--- config.mk ---
export PLATFORM = sky130hd
export DESIGN_NAME = dbus_ctrl
export DESIGN_NICKNAME = d
export VERILOG_FILES = /design/src/rtl/dbus_pkg.sv /design/src/rtl/dbus_lane.sv /design/src/rtl/dbus_ctrl.sv
export SDC_FILE = /design/constraint.sdc
export NUM_CORES = 1
export LEC_CHECK = 0
export CAP_MARGIN = 10
export CORE_ASPECT_RATIO = 0.5
export CORE_MARGIN = 2
export CORE_UTILIZATION = 39
export DETAILED_ROUTE_END_ITERATION = 6
export MAX_ROUTING_LAYER = met4
export PLACE_DENSITY = 0.87
export SLEW_MARGIN = 10
export SYNTH_ARGS = -nofsm -noshare
export SYNTH_HDL_FRONTEND = slang
export SYNTH_SLANG_ARGS = --single-unit
--- constraint.sdc ---
create_clock -name clk -period 2.2 [get_ports clk]
set_clock_uncertainty 0.2 [all_clocks]
set_input_delay 0.55 -clock clk [delete_from_list [all_inputs] [get_ports clk]]
set_output_delay 0.55 -clock clk [all_outputs]
set_load 0.02 [all_outputs]
--- src/rtl/dbus_pkg.sv ---
// Shared encodings for the data-bus controller: access sizes, FSM states,
// timeout counter width and the alignment rule applied when a request arrives.
package dbus_pkg;

    localparam logic [1:0] SZ_BYTE = 2'b00;
    localparam logic [1:0] SZ_HALF = 2'b01;
    localparam logic [1:0] SZ_WORD = 2'b10;

    // Wide enough for the largest supported TIMEOUT_CYC (1023)
    localparam int TO_W = 10;

    typedef enum logic [1:0] {
        ST_IDLE   = 2'd0,
        ST_ACCESS = 2'd1,
        ST_DONE   = 2'd2
    } state_e;

    // Size 11 has no legal encoding and is reported like a misaligned access
    function automatic logic is_misaligned(input logic [1:0] size, input logic [1:0] addr_lo);
        logic mis;
        case (size)
            SZ_BYTE: mis = 1'b0;
            SZ_HALF: mis = addr_lo[0];
            SZ_WORD: mis = (addr_lo != 2'b00);
            default: mis = 1'b1;
        endcase
        return mis;
    endfunction

endpackage

--- src/rtl/dbus_lane.sv ---
// Byte-lane steering for the data bus: write strobes and data replication on
// the way out, lane extraction and sign/zero extension on the way back.
module dbus_lane
    import dbus_pkg::*;
(
    input  logic [1:0]  wr_size_i,
    input  logic [1:0]  wr_addr_lo_i,
    input  logic [31:0] wr_data_i,
    output logic [3:0]  wr_sel_o,
    output logic [31:0] wr_data_o,
    input  logic [1:0]  rd_size_i,
    input  logic [1:0]  rd_addr_lo_i,
    input  logic        rd_sign_i,
    input  logic [31:0] rd_data_i,
    output logic [31:0] rd_data_o
);

    logic [7:0]  rd_byte;
    logic [15:0] rd_half;

    always_comb begin
        case (wr_size_i)
            SZ_BYTE: begin
                wr_sel_o  = 4'b0001 << wr_addr_lo_i;
                wr_data_o = {4{wr_data_i[7:0]}};
            end
            SZ_HALF: begin
                wr_sel_o  = 4'b0011 << {wr_addr_lo_i[1], 1'b0};
                wr_data_o = {2{wr_data_i[15:0]}};
            end
            default: begin
                wr_sel_o  = 4'b1111;
                wr_data_o = wr_data_i;
            end
        endcase
    end

    // Read side uses the fields latched at request time, not the live inputs
    always_comb begin
        rd_byte = rd_data_i[{rd_addr_lo_i, 3'b000} +: 8];
        rd_half = rd_data_i[{rd_addr_lo_i[1], 4'b0000} +: 16];
        case (rd_size_i)
            SZ_BYTE: rd_data_o = {{24{rd_sign_i & rd_byte[7]}}, rd_byte};
            SZ_HALF: rd_data_o = {{16{rd_sign_i & rd_half[15]}}, rd_half};
            default: rd_data_o = rd_data_i;
        endcase
    end

endmodule

--- src/rtl/dbus_ctrl.sv ---
// MEM-stage data-bus controller: turns a load/store request into one
// registered bus cycle, stalls the pipeline while it runs, reports done/error.
module dbus_ctrl
    import dbus_pkg::*;
#(
    parameter int TIMEOUT_CYC = 255
) (
    input  logic        clk,
    input  logic        rst,
    input  logic        req_i,
    input  logic        we_i,
    input  logic [1:0]  size_i,
    input  logic        sign_i,
    input  logic [31:0] addr_i,
    input  logic [31:0] wdata_i,
    input  logic        flush_i,
    output logic        stall_o,
    output logic [31:0] rdata_o,
    output logic        done_o,
    output logic        err_o,
    output logic        bus_cyc_o,
    output logic        bus_we_o,
    output logic [3:0]  bus_sel_o,
    output logic [31:0] bus_adr_o,
    output logic [31:0] bus_dat_o,
    input  logic [31:0] bus_dat_i,
    input  logic        bus_ack_i
);

    localparam logic [TO_W-1:0] TO_LAST = TO_W'(TIMEOUT_CYC - 1);

    state_e          state_q, state_d;
    logic [TO_W-1:0] cnt_q, cnt_d;

    logic        bus_cyc_q, bus_cyc_d;
    logic        bus_we_q, bus_we_d;
    logic [3:0]  bus_sel_q, bus_sel_d;
    logic [31:0] bus_adr_q, bus_adr_d;
    logic [31:0] bus_dat_q, bus_dat_d;
    logic [31:0] rdata_q, rdata_d;
    logic        err_q, err_d;

    logic        we_q, we_d;
    logic [1:0]  size_q, size_d;
    logic        sign_q, sign_d;
    logic [1:0]  alo_q, alo_d;

    logic        aligned;
    logic        accept;
    logic        in_access;
    logic        acked;
    logic        expired;
    logic [3:0]  lane_sel;
    logic [31:0] lane_wdat;
    logic [31:0] lane_rdata;

    assign aligned   = ~is_misaligned(size_i, addr_i[1:0]);
    assign accept    = (state_q == ST_IDLE) & req_i & aligned & ~flush_i;
    assign in_access = (state_q == ST_ACCESS);
    // Flush outranks ack, and ack outranks a timeout landing in the same cycle
    assign acked     = in_access & ~flush_i & bus_ack_i;
    assign expired   = in_access & ~flush_i & ~bus_ack_i & (cnt_q == TO_LAST);

    dbus_lane u_lane (
        .wr_size_i    (size_i),
        .wr_addr_lo_i (addr_i[1:0]),
        .wr_data_i    (wdata_i),
        .wr_sel_o     (lane_sel),
        .wr_data_o    (lane_wdat),
        .rd_size_i    (size_q),
        .rd_addr_lo_i (alo_q),
        .rd_sign_i    (sign_q),
        .rd_data_i    (bus_dat_i),
        .rd_data_o    (lane_rdata)
    );

    always_ff @(posedge clk) begin
        if (rst) begin
            state_q   <= ST_IDLE;
            cnt_q     <= '0;
            bus_cyc_q <= 1'b0;
            bus_we_q  <= 1'b0;
            bus_sel_q <= '0;
            bus_adr_q <= '0;
            bus_dat_q <= '0;
            rdata_q   <= '0;
            err_q     <= 1'b0;
        end else begin
            state_q   <= state_d;
            cnt_q     <= cnt_d;
            bus_cyc_q <= bus_cyc_d;
            bus_we_q  <= bus_we_d;
            bus_sel_q <= bus_sel_d;
            bus_adr_q <= bus_adr_d;
            bus_dat_q <= bus_dat_d;
            rdata_q   <= rdata_d;
            err_q     <= err_d;
        end
    end

    always_ff @(posedge clk) begin
        we_q   <= we_d;
        size_q <= size_d;
        sign_q <= sign_d;
        alo_q  <= alo_d;
    end

    always_comb begin
        state_d = state_q;
        cnt_d   = cnt_q;
        case (state_q)
            ST_IDLE: begin
                if (accept) begin
                    state_d = ST_ACCESS;
                    cnt_d   = '0;
                end
            end
            ST_ACCESS: begin
                if (flush_i) begin
                    state_d = ST_IDLE;
                end else if (acked | expired) begin
                    state_d = ST_DONE;
                end else begin
                    cnt_d = cnt_q + 1'b1;
                end
            end
            ST_DONE: state_d = ST_IDLE;
            default: state_d = ST_IDLE;
        endcase
    end

    always_comb begin
        stall_o = ~rst & (accept | in_access);
        done_o  = ~rst & (state_q == ST_DONE);
        err_o   = ~rst & err_q;

        err_d     = ((state_q == ST_IDLE) & req_i & ~aligned) | expired;
        bus_cyc_d = (state_d == ST_ACCESS);

        bus_we_d  = bus_we_q;
        bus_sel_d = bus_sel_q;
        bus_adr_d = bus_adr_q;
        bus_dat_d = bus_dat_q;
        we_d      = we_q;
        size_d    = size_q;
        sign_d    = sign_q;
        alo_d     = alo_q;
        if (accept) begin
            bus_we_d  = we_i;
            bus_sel_d = lane_sel;
            bus_adr_d = {addr_i[31:2], 2'b00};
            bus_dat_d = lane_wdat;
            we_d      = we_i;
            size_d    = size_i;
            sign_d    = sign_i;
            alo_d     = addr_i[1:0];
        end

        // Stores leave the last load result in place; a timeout clears it
        rdata_d = rdata_q;
        if (acked & ~we_q) begin
            rdata_d = lane_rdata;
        end else if (expired) begin
            rdata_d = '0;
        end
    end

    assign bus_cyc_o = bus_cyc_q;
    assign bus_we_o  = bus_we_q;
    assign bus_sel_o = bus_sel_q;
    assign bus_adr_o = bus_adr_q;
    assign bus_dat_o = bus_dat_q;
    assign rdata_o   = rdata_q;

endmodule
==> metrics.cfg <==
[drt]
antenna_left=0
routedWlPerCell_um=17.7
drc=0
first_pass_iters=5
wl_mm=17.5
first_iter_violations=445
via_per_inst=5.57
vias=5521

[status]
outcome=finished with violations
violations=negative setup slack

[setup_path]
worst_setup_path_end_kind=primary output
arrival_ns=1.53
cp_max_fo=2
crit_path_start_kind=flop
required_ns=1.45
crit_type=reg -> out

[timing]
fmax_mhz=439
finalSetupViolations=2
hold_ws_ns=0.252
hold_viol=0
fin_crit_sh=1.03
finalMaxSlewViolations=0
worstMarginPinSlew_ns=0.555
slew_headroom=0.630
min_period_ns=2.28
setup_slack_ns=-0.0766
rsz0062_at_grt=yes

[finish]
layout_commonest_cell=clkdlybuf4s50_1
area_delta_synth_final_pct=64.9
post-route-util=0.664
nets=916
layout_common_cells=clkdlybuf4s50_1, dfxtp_1, nand2_1
fill_cells=957
drive_gt1_frac=0.148
diodes=0

[global_route]
first_global_vias=5201
met2_usage=0.408
grt_start_max_net_pins=57
global_route.peak_usage_layer=met2
grt_pass1_wl_mm=26.8
use_met1=0.280
grt-ovfl-total=0
track_usage=0.243
antenna_found_initial=0
met3_usage=0.0588

[clock_tree]
clockBufferDepth=2
cts_root_buf=clkbuf_16
cts_tree=done
hold_buffers=0
cts_htree_levels=4
clkTransAtPathRegs_ns=0.06
insertion_delay_ns=0.41
post_cts_buffers=0
cts_made_buffers=17
cts_sinks=119

[die]
die_area_mm2=0.0142
io_pins=210
die_h_um=85.2
die_x_um=166
fp.coreArea_mm2=0.0128
start_util=0.403
num_rows=29

[yosys]
synthFlopType=dfxtp_1
synthTopCellsByArea=dfxtp_1, nand2_1, a21oi_1
yosysSeqAreaShare=0.475
synth_top_area_frac=0.440
synth_top_cell_by_area=dfxtp_1
postSynth.asyncResetShare=0
netlist_instances=576
yosysUniqueCellTypes=55
syn_area_mm2=0.00514
synth.avg_cell_area_um2=8.93
synth_seq_cells=119
synth_edf_count=6
yosys_warnings=0

[placed_design]
dp_hpwl_mm=12.0
place.port_buffers=207
gp_congestion=0.864

[pwr]
peakVddDrop_mv=0.453
p_per_area_mw_per_mm2=731
p_leak_nw=3.13

[min_path]
hold_class=reg -> reg

[run]
drv_cap=0

==> path summary, 6_finish.rpt <==
kind              slack [ns]                          to  cells past startpoint                        from
setup / recovery       -0.08                     stall_o                      5       state_q[1]$_SDFF_PP0_
hold / removal          0.25  bus_dat_o[29]$_SDFFE_PP0P_                      2  bus_dat_o[29]$_SDFFE_PP0P_
hold reg to reg         0.25  bus_dat_o[29]$_SDFFE_PP0P_                      2  bus_dat_o[29]$_SDFFE_PP0P_
setup reg to reg        0.02    rdata_o[11]$_SDFFE_PP0P_                      5       state_q[1]$_SDFF_PP0_
==> registers in the layout (all words and copies together) (netlist names) <==
name       cells
bus_sel_o      4
bus_cyc_o      1
bus_we_o       1
bus_dat_o     32
we_q           1
alo_q          2
cnt_q         10
rdata_o       32
err_q          1
sign_q         1
state_q        2
bus_adr_o     30
size_q         2
==> layer usage <==
layer / wire length [um] / vias up / share of wire
met2: 8680 / 228 / 0.50
met1: 7090 / 2664 / 0.40
met5: 0 / - / 0
li1: - / 2574 / -
met4: 603 / 0 / 0.034
met3: 1160 / 55 / 0.066
==> timing repair <==
| item | in CTS | in global routing |
|---|---|---|
| pin swaps | 6 | 10 |
| resized for setup | 34 | 25 |
| gates cloned | 0 | 2 |
| hold endpoints to repair | 0 | 0 |
| endpoints found under the setup margin | 112 | 77 |
==> Yosys cell counts (all sizes together), types with 10 or more instances <==
library cell / number
a211oi: 14
a21oi: 66
a221o: 23
a311oi: 10
buf: 22
clkbuf: 29
dfxtp: 113
mux2i: 31
nand2: 109
nand3: 12
nor2: 27
o21ai: 15
==> worst max-delay path: stages (launching register included) <==
cell,delay [ns]
dfxtp_4,0.36
nor4b_4,0.25
buf_4,0.16
o21ai_4,0.06
a21oi_2,0.15
buf_6,0.14
==> cell families after synthesis <==
| logic type | synth area share |
|---|---|
| muxes | 0.0647 |
| and+or+nand+nor | 0.171 |
| DFF | 0.475 |
| AOI/OAI and AO/OA | 0.223 |
| xor gates and xnor gates | 0.00341 |
| buffers and inverters | 0.0574 |
| adders and majority gates | 0.00486 |
| other | 0.000729 |
==> stage by stage <==
| step | total power (W) | setup slack (ns) | setup TNS [ns] | cell area [um^2] | std cells |
|---|---|---|---|---|---|
| 5_1_grt | 0.00638 | -0.133 | -0.267 | 8480 | 992 |
| 3_3_place_gp | 0.00303 | -0.781 | -72.00 | 7670 | 958 |
| 6_report | 0.00620 | -0.0766 | -0.101 | 8480 | 992 |
| 4_1_cts | 0.00622 | -0.105 | -0.115 | 8410 | 990 |
| 3_5_place_dp | 0.00304 | -0.829 | -77.55 | 7670 | 958 |
| 2_1_floorplan | 0.00261 | -0.0525 | -0.942 | 5190 | 577 |
==> where the power goes <==
part	switching [W]	leakage [nW]	internal, W	total (W)
Combinational	0.000367	1.83	0.000389	0.000756
Clock	0.00101	0.331	0.00217	0.00318
Sequential	0.0000333	0.971	0.00223	0.00227
==> final cells by class <==
class,instances,area [um^2],share of cell area
sequential,119,2450,0.288
multi-input combinational,400,2580,0.304
tap,170,213,0.0251
clock inverter,11,190,0.0224
clock buffer,21,492,0.0580
timing repair buffer,262,2520,0.297
inverter,9,38.8,0.00457
Note: power is estimated with default switching activity, not from simulation.
